--- config.mk ---
export PLATFORM = sky130hd
export DESIGN_NAME = move_scheduler_flat
export DESIGN_NICKNAME = d
export VERILOG_FILES = /design/src/rtl/game_pkg.sv /design/src/rtl/move_scheduler_if.sv /design/src/rtl/game_over_prober.sv /design/src/rtl/move_scheduler.sv /design/src/flat_wrapper.sv
export SDC_FILE = /design/constraint.sdc
export NUM_CORES = 1
export LEC_CHECK = 0
export BUFFER_PORTS_ARGS = -buffer_cell sky130_fd_sc_hd__buf_4
export CAP_MARGIN = 20
export CELL_PAD_IN_SITES_DETAIL_PLACEMENT = 2
export CELL_PAD_IN_SITES_GLOBAL_PLACEMENT = 2
export CORE_MARGIN = 2
export CORE_UTILIZATION = 37
export CTS_CLUSTER_DIAMETER = 200
export DETAILED_ROUTE_END_ITERATION = 6
export PLACE_DENSITY = 0.86
export SLEW_MARGIN = 20
export SYNTH_ARGS = -nofsm -noshare
export SYNTH_HDL_FRONTEND = slang
export SYNTH_SLANG_ARGS = --single-unit
--- constraint.sdc ---
create_clock -name clk -period 3 [get_ports clk]
set_input_delay 0 -clock clk [delete_from_list [all_inputs] [get_ports clk]]
set_output_delay 0 -clock clk [all_outputs]
set_load 0.01 [all_outputs]
--- src/rtl/game_pkg.sv ---
// Shared 2048 game definitions: direction codes, scheduler states and direction decode helpers.
// Used by the button front-end, the grid datapath and the move scheduler.
package game_pkg;

    localparam logic [1:0] DIR_LEFT  = 2'd0;
    localparam logic [1:0] DIR_RIGHT = 2'd1;
    localparam logic [1:0] DIR_UP    = 2'd2;
    localparam logic [1:0] DIR_DOWN  = 2'd3;

    localparam logic [15:0] MOVE_COUNT_MAX = 16'hFFFF;

    typedef enum logic [2:0] {
        ST_WAIT_START = 3'd0,
        ST_IDLE       = 3'd1,
        ST_MOVE       = 3'd2,
        ST_SPAWN      = 3'd3,
        ST_PROBE      = 3'd4,
        ST_OVER       = 3'd5
    } state_t;

    // Right and down both push tiles toward the high row index.
    function automatic logic dir_push_right(input logic [1:0] dir);
        return (dir == DIR_RIGHT) || (dir == DIR_DOWN);
    endfunction

    function automatic logic dir_transposed(input logic [1:0] dir);
        return (dir == DIR_UP) || (dir == DIR_DOWN);
    endfunction

endpackage

--- src/rtl/move_scheduler_if.sv ---
// Bundle between the move scheduler and its neighbours (button front-end, grid datapath, spawner).
// master = scheduler side, slave = front-end/datapath side.
interface move_scheduler_if;

    logic        move_valid;
    logic [1:0]  move_dir;
    logic        move_ready;
    logic        restart;
    logic        no_spawn;
    logic [1:0]  row_idx;
    logic        push_right;
    logic        use_transposed;
    logic        row_write_en;
    logic        row_changed;
    logic        grid_clear;
    logic        spawn_valid;
    logic        spawn_ready;
    logic        busy;
    logic        game_over;
    logic [15:0] move_count;

    modport master (
        input  move_valid, move_dir, restart, no_spawn, row_changed, spawn_ready,
        output move_ready, row_idx, push_right, use_transposed, row_write_en,
               grid_clear, spawn_valid, busy, game_over, move_count
    );

    modport slave (
        output move_valid, move_dir, restart, no_spawn, row_changed, spawn_ready,
        input  move_ready, row_idx, push_right, use_transposed, row_write_en,
               grid_clear, spawn_valid, busy, game_over, move_count
    );

endinterface

--- src/rtl/game_over_prober.sv ---
// Walks direction 0..3 x row 0..3 through the push/merge unit while active and flags the first change.
// One step per cycle; counters return to zero whenever inactive or on a hit.
module game_over_prober (
    input  logic       clk,
    input  logic       rst_n,
    input  logic       active,
    input  logic       row_changed,
    output logic [1:0] probe_dir,
    output logic [1:0] probe_row,
    output logic       hit,
    output logic       exhausted
);

    logic [3:0] step_q;

    assign probe_dir = step_q[3:2];
    assign probe_row = step_q[1:0];
    assign hit       = active && row_changed;
    assign exhausted = active && !row_changed && (step_q == 4'hF);

    always_ff @(posedge clk or negedge rst_n) begin
        if (!rst_n) begin
            step_q <= 4'd0;
        end else if (!active || hit) begin
            step_q <= 4'd0;
        end else begin
            step_q <= step_q + 4'd1;
        end
    end

endmodule

--- src/rtl/move_scheduler.sv ---
// Sequences a 2048 move: four row passes, tile spawns, then a read-only game-over probe.
// move_ready is a pure state decode; requests arriving while busy are dropped, not queued.
module move_scheduler
    import game_pkg::*;
#(
    parameter int START_TILES = 2,
    parameter int MOVE_TILES  = 1
) (
    input  logic               clk,
    input  logic               rst_n,
    move_scheduler_if.master   bus
);

    localparam logic [1:0] START_CNT = 2'(START_TILES);
    localparam logic [1:0] MOVE_CNT  = 2'(MOVE_TILES);

    state_t      state_q, state_d;
    logic [1:0]  dir_q;
    logic        no_spawn_q;
    logic        changed_q;
    logic [1:0]  row_q;
    logic [1:0]  spawn_cnt_q;
    logic [15:0] move_count_q;
    logic        game_over_q;
    logic        grid_clear_q;

    logic [1:0]  probe_dir;
    logic [1:0]  probe_row;
    logic        probe_hit;
    logic        probe_exhausted;

    logic start_req;
    logic move_req;
    logic last_row;
    logic changed_final;
    logic move_done_changed;
    logic spawn_done;

    // A restart is only honoured together with move_valid; in WAIT_START any request starts the game.
    assign start_req = bus.move_valid &&
                       ((state_q == ST_WAIT_START) ||
                        (bus.restart && ((state_q == ST_IDLE) || (state_q == ST_OVER))));
    assign move_req          = bus.move_valid && !bus.restart && (state_q == ST_IDLE);
    assign last_row          = (row_q == 2'd3);
    assign changed_final     = changed_q || bus.row_changed;
    assign move_done_changed = (state_q == ST_MOVE) && last_row && changed_final;
    assign spawn_done        = bus.spawn_ready && (spawn_cnt_q == 2'd1);

    game_over_prober u_prober (
        .clk         (clk),
        .rst_n       (rst_n),
        .active      (state_q == ST_PROBE),
        .row_changed (bus.row_changed),
        .probe_dir   (probe_dir),
        .probe_row   (probe_row),
        .hit         (probe_hit),
        .exhausted   (probe_exhausted)
    );

    always_ff @(posedge clk or negedge rst_n) begin
        if (!rst_n) begin
            state_q <= ST_WAIT_START;
        end else begin
            state_q <= state_d;
        end
    end

    always_comb begin
        state_d = state_q;
        case (state_q)
            ST_WAIT_START: if (start_req) state_d = ST_SPAWN;
            ST_IDLE: begin
                if (start_req)     state_d = ST_SPAWN;
                else if (move_req) state_d = ST_MOVE;
            end
            ST_MOVE: begin
                if (last_row) begin
                    if (!changed_final)  state_d = ST_IDLE;
                    else if (no_spawn_q) state_d = ST_PROBE;
                    else                 state_d = ST_SPAWN;
                end
            end
            ST_SPAWN: if (spawn_done) state_d = ST_PROBE;
            ST_PROBE: begin
                if (probe_hit)            state_d = ST_IDLE;
                else if (probe_exhausted) state_d = ST_OVER;
            end
            ST_OVER: if (start_req) state_d = ST_SPAWN;
            default: state_d = ST_WAIT_START;
        endcase
    end

    always_ff @(posedge clk or negedge rst_n) begin
        if (!rst_n) begin
            dir_q        <= DIR_LEFT;
            no_spawn_q   <= 1'b0;
            changed_q    <= 1'b0;
            row_q        <= 2'd0;
            spawn_cnt_q  <= 2'd0;
            move_count_q <= 16'd0;
            game_over_q  <= 1'b0;
            grid_clear_q <= 1'b0;
        end else begin
            grid_clear_q <= start_req;

            if (move_req) begin
                dir_q      <= bus.move_dir;
                no_spawn_q <= bus.no_spawn;
                changed_q  <= 1'b0;
                row_q      <= 2'd0;
            end else if (state_q == ST_MOVE) begin
                changed_q <= changed_final;
                row_q     <= row_q + 2'd1;
            end

            if (start_req) begin
                spawn_cnt_q <= START_CNT;
            end else if (move_done_changed && !no_spawn_q) begin
                spawn_cnt_q <= MOVE_CNT;
            end else if ((state_q == ST_SPAWN) && bus.spawn_ready) begin
                spawn_cnt_q <= spawn_cnt_q - 2'd1;
            end

            if (start_req) begin
                move_count_q <= 16'd0;
            end else if (move_done_changed && (move_count_q != MOVE_COUNT_MAX)) begin
                move_count_q <= move_count_q + 16'd1;
            end

            if (start_req) begin
                game_over_q <= 1'b0;
            end else if (probe_exhausted) begin
                game_over_q <= 1'b1;
            end
        end
    end

    always_comb begin
        bus.move_ready     = (state_q == ST_WAIT_START) || (state_q == ST_IDLE) || (state_q == ST_OVER);
        bus.busy           = !bus.move_ready;
        bus.row_idx        = 2'd0;
        bus.push_right     = 1'b0;
        bus.use_transposed = 1'b0;
        bus.row_write_en   = 1'b0;
        bus.spawn_valid    = (state_q == ST_SPAWN);
        bus.grid_clear     = grid_clear_q;
        bus.game_over      = game_over_q;
        bus.move_count     = move_count_q;
        case (state_q)
            ST_MOVE: begin
                bus.row_idx        = row_q;
                bus.push_right     = dir_push_right(dir_q);
                bus.use_transposed = dir_transposed(dir_q);
                bus.row_write_en   = 1'b1;
            end
            ST_PROBE: begin
                bus.row_idx        = probe_row;
                bus.push_right     = dir_push_right(probe_dir);
                bus.use_transposed = dir_transposed(probe_dir);
            end
            default: ;
        endcase
    end

endmodule

--- src/flat_wrapper.sv ---
// flat-port wrapper written by rule: the top's interface ports become plain ports
module move_scheduler_flat import game_pkg::*;
#(
    parameter int START_TILES = 2,
    parameter int MOVE_TILES  = 1
)
  (clk, rst_n, bus_move_valid, bus_move_dir, bus_restart, bus_no_spawn, bus_row_changed, bus_spawn_ready, bus_move_ready, bus_row_idx, bus_push_right, bus_use_transposed, bus_row_write_en, bus_grid_clear, bus_spawn_valid, bus_busy, bus_game_over, bus_move_count);
  move_scheduler_if bus_i ();
  input  logic clk;
  input  logic rst_n;
  input wire logic [$bits(bus_i.move_valid)-1:0] bus_move_valid;
  input wire logic [$bits(bus_i.move_dir)-1:0] bus_move_dir;
  input wire logic [$bits(bus_i.restart)-1:0] bus_restart;
  input wire logic [$bits(bus_i.no_spawn)-1:0] bus_no_spawn;
  input wire logic [$bits(bus_i.row_changed)-1:0] bus_row_changed;
  input wire logic [$bits(bus_i.spawn_ready)-1:0] bus_spawn_ready;
  output wire logic [$bits(bus_i.move_ready)-1:0] bus_move_ready;
  output wire logic [$bits(bus_i.row_idx)-1:0] bus_row_idx;
  output wire logic [$bits(bus_i.push_right)-1:0] bus_push_right;
  output wire logic [$bits(bus_i.use_transposed)-1:0] bus_use_transposed;
  output wire logic [$bits(bus_i.row_write_en)-1:0] bus_row_write_en;
  output wire logic [$bits(bus_i.grid_clear)-1:0] bus_grid_clear;
  output wire logic [$bits(bus_i.spawn_valid)-1:0] bus_spawn_valid;
  output wire logic [$bits(bus_i.busy)-1:0] bus_busy;
  output wire logic [$bits(bus_i.game_over)-1:0] bus_game_over;
  output wire logic [$bits(bus_i.move_count)-1:0] bus_move_count;
  assign bus_i.move_valid = bus_move_valid;
  assign bus_i.move_dir = bus_move_dir;
  assign bus_i.restart = bus_restart;
  assign bus_i.no_spawn = bus_no_spawn;
  assign bus_i.row_changed = bus_row_changed;
  assign bus_i.spawn_ready = bus_spawn_ready;
  assign bus_move_ready = bus_i.move_ready;
  assign bus_row_idx = bus_i.row_idx;
  assign bus_push_right = bus_i.push_right;
  assign bus_use_transposed = bus_i.use_transposed;
  assign bus_row_write_en = bus_i.row_write_en;
  assign bus_grid_clear = bus_i.grid_clear;
  assign bus_spawn_valid = bus_i.spawn_valid;
  assign bus_busy = bus_i.busy;
  assign bus_game_over = bus_i.game_over;
  assign bus_move_count = bus_i.move_count;
  move_scheduler #(.START_TILES(START_TILES), .MOVE_TILES(MOVE_TILES)) u_core (.clk(clk), .rst_n(rst_n), .bus(bus_i));
endmodule
Word level (Yosys, flattened, before mapping)
Cells that the tools add are included.
{"block": "op_classes", "n_addsub": 4, "mux": 26, "n_eq_ne": 20, "n_reduce_logical": 35}
{"op": "16-bit two-way mux", "n": 2}
{"op": "3-bit two-way mux", "n": 9}
{"op": "16-bit by 1-bit adder with 16-bit output, second input constant", "n": 1}
{"op": "16-bit inequality test, second input constant", "n": 1}
{"op": "3-bit case mux with 5 select lines", "n": 1}
{"op": "1-bit logical AND", "n": 13}
{"op": "2-bit equality test, second input constant", "n": 5}
{"op": "1-bit logical OR", "n": 10}
{"op": "2-bit two-way mux", "n": 5}
{"op": "2-bit by 1-bit equality test with 1-bit output, second input constant", "n": 3}
{"op": "3-bit by 2-bit equality test with 1-bit output, second input constant", "n": 2}
{"op": "3-bit equality test, second input constant", "n": 2}
{"op": "2-bit by 1-bit inequality test with 1-bit output, second input constant", "n": 3}
{"op": "3-bit by 1-bit inequality test with 1-bit output, second input constant", "n": 2}
{"op": "2-bit nonzero test", "n": 3}
{"op": "1-bit logical NOT", "n": 5}
{"op": "1-bit two-way mux", "n": 5}
{"op": "5-bit AND reduction", "n": 1}
{"op": "4-bit by 1-bit adder with 4-bit output, second input constant", "n": 1}
{"op": "4-bit equality test, second input constant", "n": 1}
{"op": "4-bit two-way mux", "n": 1}
{"op": "1-bit case mux with 2 select lines", "n": 2}
{"op": "2-bit case mux with 2 select lines", "n": 1}
{"op": "3-bit by 1-bit equality test with 1-bit output, second input constant", "n": 1}
{"op": "other kinds (5)", "n": 5}
{"block": "word_totals", "ff_bits": 33, "wordCells": 95, "in_bits": 9, "out_inout_bits": 26}

Depth between registers and ports, before layout
{"block": "depth", "ltp_word": 7, "depth_mapped": 6, "ltp_nobuf": 6}

Modules after synthesis
Synthesis repeated with hierarchy kept, for this count alone.
{"block": "hier_totals", "cells_unflattened": 178, "area_unflattened_um2": 1746.7}
{"mod": "move_scheduler", "n_inst": 1, "cells_per_inst": 160, "area_each_um2": 1555.2, "seq_area_each_um2": 725.7}
{"mod": "game_over_prober", "n_inst": 1, "cells_per_inst": 18, "area_each_um2": 191.4, "seq_area_each_um2": 100.1}

Worst setup path before layout
OpenSTA, ideal clock, no wires.
{"block": "synth_timing", "path_type": "reg2reg", "start": "reg u_core.move_count_q[0] (netlist: u_core.bus.move_count[0])", "end": "reg u_core.move_count_q[5] (netlist: u_core.bus.move_count[5])", "slack_ns": 1.345, "t_required_ns": 2.921, "path_stages_with_launch": 7, "synth_period_minus_slack_ns": 1.655, "path_buffers": 1, "setup_ns": 0.079, "arrival_time_ns": 1.576, "path_cell_list": "dfrtp_1 ha_1 nand4_1 nor4_4 buf_4 or3_2 a21oi_1"}
{"block": "synth_via", "elab_chain_cells": 3, "word_cells_on_any_way": 6, "cone_classes": "add/sub: 1; eq/ne: 1; mux: 2; reduce/logical: 2"}
{"element": "from (decl)", "line": "move_scheduler.sv:23", "rtl": "logic [15:0] move_count_q;"}
{"element": "from (signal assigned)", "line": "move_scheduler.sv:127", "rtl": "move_count_q <= move_count_q + 16'd1;"}
{"element": "16-bit by 1-bit adder with 16-bit output or 16-bit inequality test (tied branches)", "line": "move_scheduler.sv:127, move_scheduler.sv:126"}
{"element": "16-bit two-way mux or 1-bit logical AND (tied branches)", "line": "move_scheduler.sv:126", "rtl": "end else if (move_done_changed && (move_count_q != MOVE_COUNT_MAX)) begin"}
{"element": "16-bit two-way mux or 2-bit nonzero test (tied branches)"}
Several ways; a longest one is shown, not always the timed one. The select of a mux whose other input is x is not followed.
A chain may end at the register's enable or synchronous reset.

Worst setup path after layout
Same ends and word-level chain as after synthesis.

==> impl_metrics.py <==
metrics = {
    "floorplanning": {
        "floorplan.rows": 26,
        "floorplan.die_area_um2": 5790,
        "chipWidth_um": 76.1,
        "dieHeight_um": 76.1,
        "top_level_port_count": 35,
        "start_util_pct": 37.9,
        "fp.coreArea_um2": 5070,
    },
    "grt": {
        "grt_pass1_wl_um": 10500,
        "grt_max_degree": 34,
        "overflow": 0,
        "grt_antenna_before_repair": 0,
        "globalRouteTotalUtil_pct": 22.7,
        "first_global_vias": 1922,
    },
    "clock_network": {
        "path_clk_slew_ps": 70,
        "clock_sinks": 33,
        "ctsResizeCount": 0,
        "cts_made_buffers": 5,
        "cts_htree_levels": 2,
        "clock_latency_reported_for_the_late_side_of_the_worst_skew_pair_ps": 290,
        "cts_root_buffer": "sky130_fd_sc_hd__clkbuf_8",
        "cts_tree": "yes",
        "cts.path.max_buffers": 2,
        "cts_setup_buffers": 0,
    },
    "timing": {
        "final_worst_path_cycle_share_pct": 69.8,
        "timing.slew.headroom_pct": 51.8,
        "finalWorstSetupSlack_ps": 907,
        "unrepaired_setup_endpoints_after_global_routing": "false",
        "timing_max_transition_violations_final": 0,
        "post-route-min-period_ps": 2090,
        "timing.clock.skew_ps": 2.97,
        "setup_total_negative_slack_ps": 0,
        "worstMarginPinSlew_ps": 718,
        "finalHoldViolations": 0,
        "setup_viol": 0,
        "fmax_mhz": 478,
    },
    "placement": {
        "place.port_buffers": 34,
        "routability_congestion_estimate_from_global_placement": 0.772,
        "dpl_worst_slack_ps": 938,
        "post-dp-hpwl_um": 4300,
    },
    "status": {
        "status": "complete, no violations",
    },
    "synth": {
        "seq_area_frac_synth_pct": 42.9,
        "synth_enable_flop_cells": 0,
        "synth-async-reset-ratio_pct": 100,
        "yosysTopAreaCellShare_pct": 42.9,
        "synth.top_cells.by_area": "sky130_fd_sc_hd__dfrtp_1 (43%), sky130_fd_sc_hd__nor2_1 (3.7%), sky130_fd_sc_hd__mux2i_1 (3.6%), sky130_fd_sc_hd__o21ai_0 (3.1%), sky130_fd_sc_hd__nand3_1 (2.9%)",
        "mappedNetlistNets": 210,
        "synth-warning-count": 0,
        "ys_types": 53,
        "flops_latches_synth": 33,
        "netlist_area_um2": 1920,
        "ys.flop_type": "sky130_fd_sc_hd__dfrtp_1",
        "synth_largest_area_cell": "sky130_fd_sc_hd__dfrtp_1",
        "yosys.cell_count.top_type": "sky130_fd_sc_hd__dfrtp_1",
        "synthCells": 197,
        "netlist_top_cells_count": "sky130_fd_sc_hd__dfrtp_1 (33), sky130_fd_sc_hd__nor2_1 (19), sky130_fd_sc_hd__nand2_1 (13)",
        "post_syn_area_per_cell_um2": 9.76,
    },
    "worst_setup_path": {
        "worst_setup_path_end_kind": "flop",
        "critical_path_cell_by_cell": "ha_1, nand4_1, nor4_4, o21ai_0, a21oi_1",
        "worst-endpoint-required_ps": 3210,
        "cp-start-kind": "flop",
        "crit_type": "reg2reg",
        "cp_max_fo": 13,
        "critPathBufInv": 0,
        "kind_of_cell_adding_the_most_delay_to_the_critical_path": "simple AND/OR/NAND/NOR gates",
        "crit_path_top_delay_cell": "sky130_fd_sc_hd__nor4_4",
        "crit_arrival_ps": 2300,
        "worst-r2r-setup-slack_ps": 910,
        "cp_slowest_stage_delay_ps": 690,
    },
    "routing": {
        "drt_pass1_iterations": 4,
        "routed_wl_um": 6200,
        "post-route-drc-count": 0,
        "avgRoutedWirePerCell_um": 20.3,
        "drtAntennaViolNets": 0,
        "num_vias": 1736,
        "dr.first_iter.drc_count": 73,
        "vias_per_cell": 5.69,
    },
    "hold_path": {
        "min_path_type": "in2reg",
    },
    "finish": {
        "share_of_cells_above_drive_strength_1_pct": 23.8,
        "areaGrowthSynthToFinish_pct": 23.3,
        "net_total_in_the_final_layout": 247,
        "num_antenna_cells": 0,
    },
    "pwr": {
        "power.density_nw_per_um2": 743,
        "post_layout_total_power_mw": 1.76,
        "vdd_ir_drop_max_mv": 0.329,
        "leakage_nw": 1.08,
    },
    "job": {
        "maxCapViolations": 0,
    },
}
[registers in the layout, summed over array words and instances, names as in the netlist]
register / flops
u_core.dir_q: 2
u_core.bus.grid_clear: 1
u_core.row_q: 2
u_core.state_q: 3
u_core.bus.game_over: 1
u_core.changed_q: 1
u_core.no_spawn_q: 1
u_core.u_prober.step_q: 4
u_core.bus.move_count: 16
u_core.spawn_cnt_q: 2
[stage by stage]
step	hold WS [ps]	cell area, um^2	utilization (%)	instances
after global placement	-21.6	2210	43.6	293
after detailed placement	-15.7	2210	43.6	293
after global routing	62.9	2370	46.7	305
final	14.0	2370	46.7	305
after floorplan	-296	1920	-	197
after CTS	17.7	2370	46.7	305
[layout make-up]
cell class	instances	area, um^2
Multi-Input combinational cell	149	1020
Clock inverter	1	30.0
Sequential cell	33	826
Timing Repair Buffer	38	295
Inverter	7	26.3
Clock buffer	7	86.3
Fill cell	559	2700
Tap cell	70	87.6
[power by group]
part	total, mW	switching (mW)	internal [mW]
logic	0.643	0.359	0.284
registers	0.672	0.139	0.533
clock network	0.447	0.176	0.271
total	1.76	0.674	1.09
[layout by cell type, fill, tap and decap left out, types with 5 or more instances in the layout]
master / instances
sky130_fd_sc_hd__nand4_1: 5
sky130_fd_sc_hd__a22oi_1: 5
sky130_fd_sc_hd__o21ai_0: 12
sky130_fd_sc_hd__nand2_1: 13
sky130_fd_sc_hd__nor2b_1: 5
sky130_fd_sc_hd__buf_4: 34
sky130_fd_sc_hd__clkbuf_8: 6
sky130_fd_sc_hd__nor2_1: 19
sky130_fd_sc_hd__nand3_1: 11
sky130_fd_sc_hd__inv_1: 6
sky130_fd_sc_hd__mux2i_1: 7
sky130_fd_sc_hd__dfrtp_1: 33
sky130_fd_sc_hd__a21oi_1: 10
[timing repair]
| action | CTS | global route |
|---|---|---|
| hold buffers | 4 | 0 |
| endpoints found under the hold margin | 36 | 0 |
| setup endpoints to repair | 0 | 0 |
[worst min-delay path: cells and delay by family]
kind            cells  cell delay, ps
buf+inv             1             120
simple gates        1              80
compound gates      1              60
[path summary, 6_finish.rpt]
path | startpoint | end | cells after the start
min | bus_row_changed | u_core.changed_q | 3
max reg2reg | u_core.bus.move_count[0] | u_core.bus.move_count[5] | 5
min in group asynchronous | rst_n | u_core.state_q[2] | 2
max in group asynchronous | rst_n | u_core.u_prober.step_q[3] | 2
min reg2reg | u_core.bus.game_over | u_core.bus.game_over | 2
max | u_core.bus.move_count[0] | u_core.bus.move_count[5] | 5
[per-layer routing]
metal  up-vias  track usage [%]  part of all wire (%)
met1       899             29.7                    45
met5         -                0                     0
met2        29             38.3                    50
li1        800                -                     -
met3         8             4.50                   2.8
met4         0             6.55                   1.5
[cells by family after synthesis]
group / share of synthesized area [%]
AO/OA/AOI/OAI: 16.5
buffers and inverters: 4.03
multiplexers: 5.40
XOR/XNOR: 1.82
flip-flops: 42.9
AND/OR/NAND/NOR: 26.7
adder cells (fa/ha/maj): 2.60
Note: power is estimated with default switching activity, not from simulation.
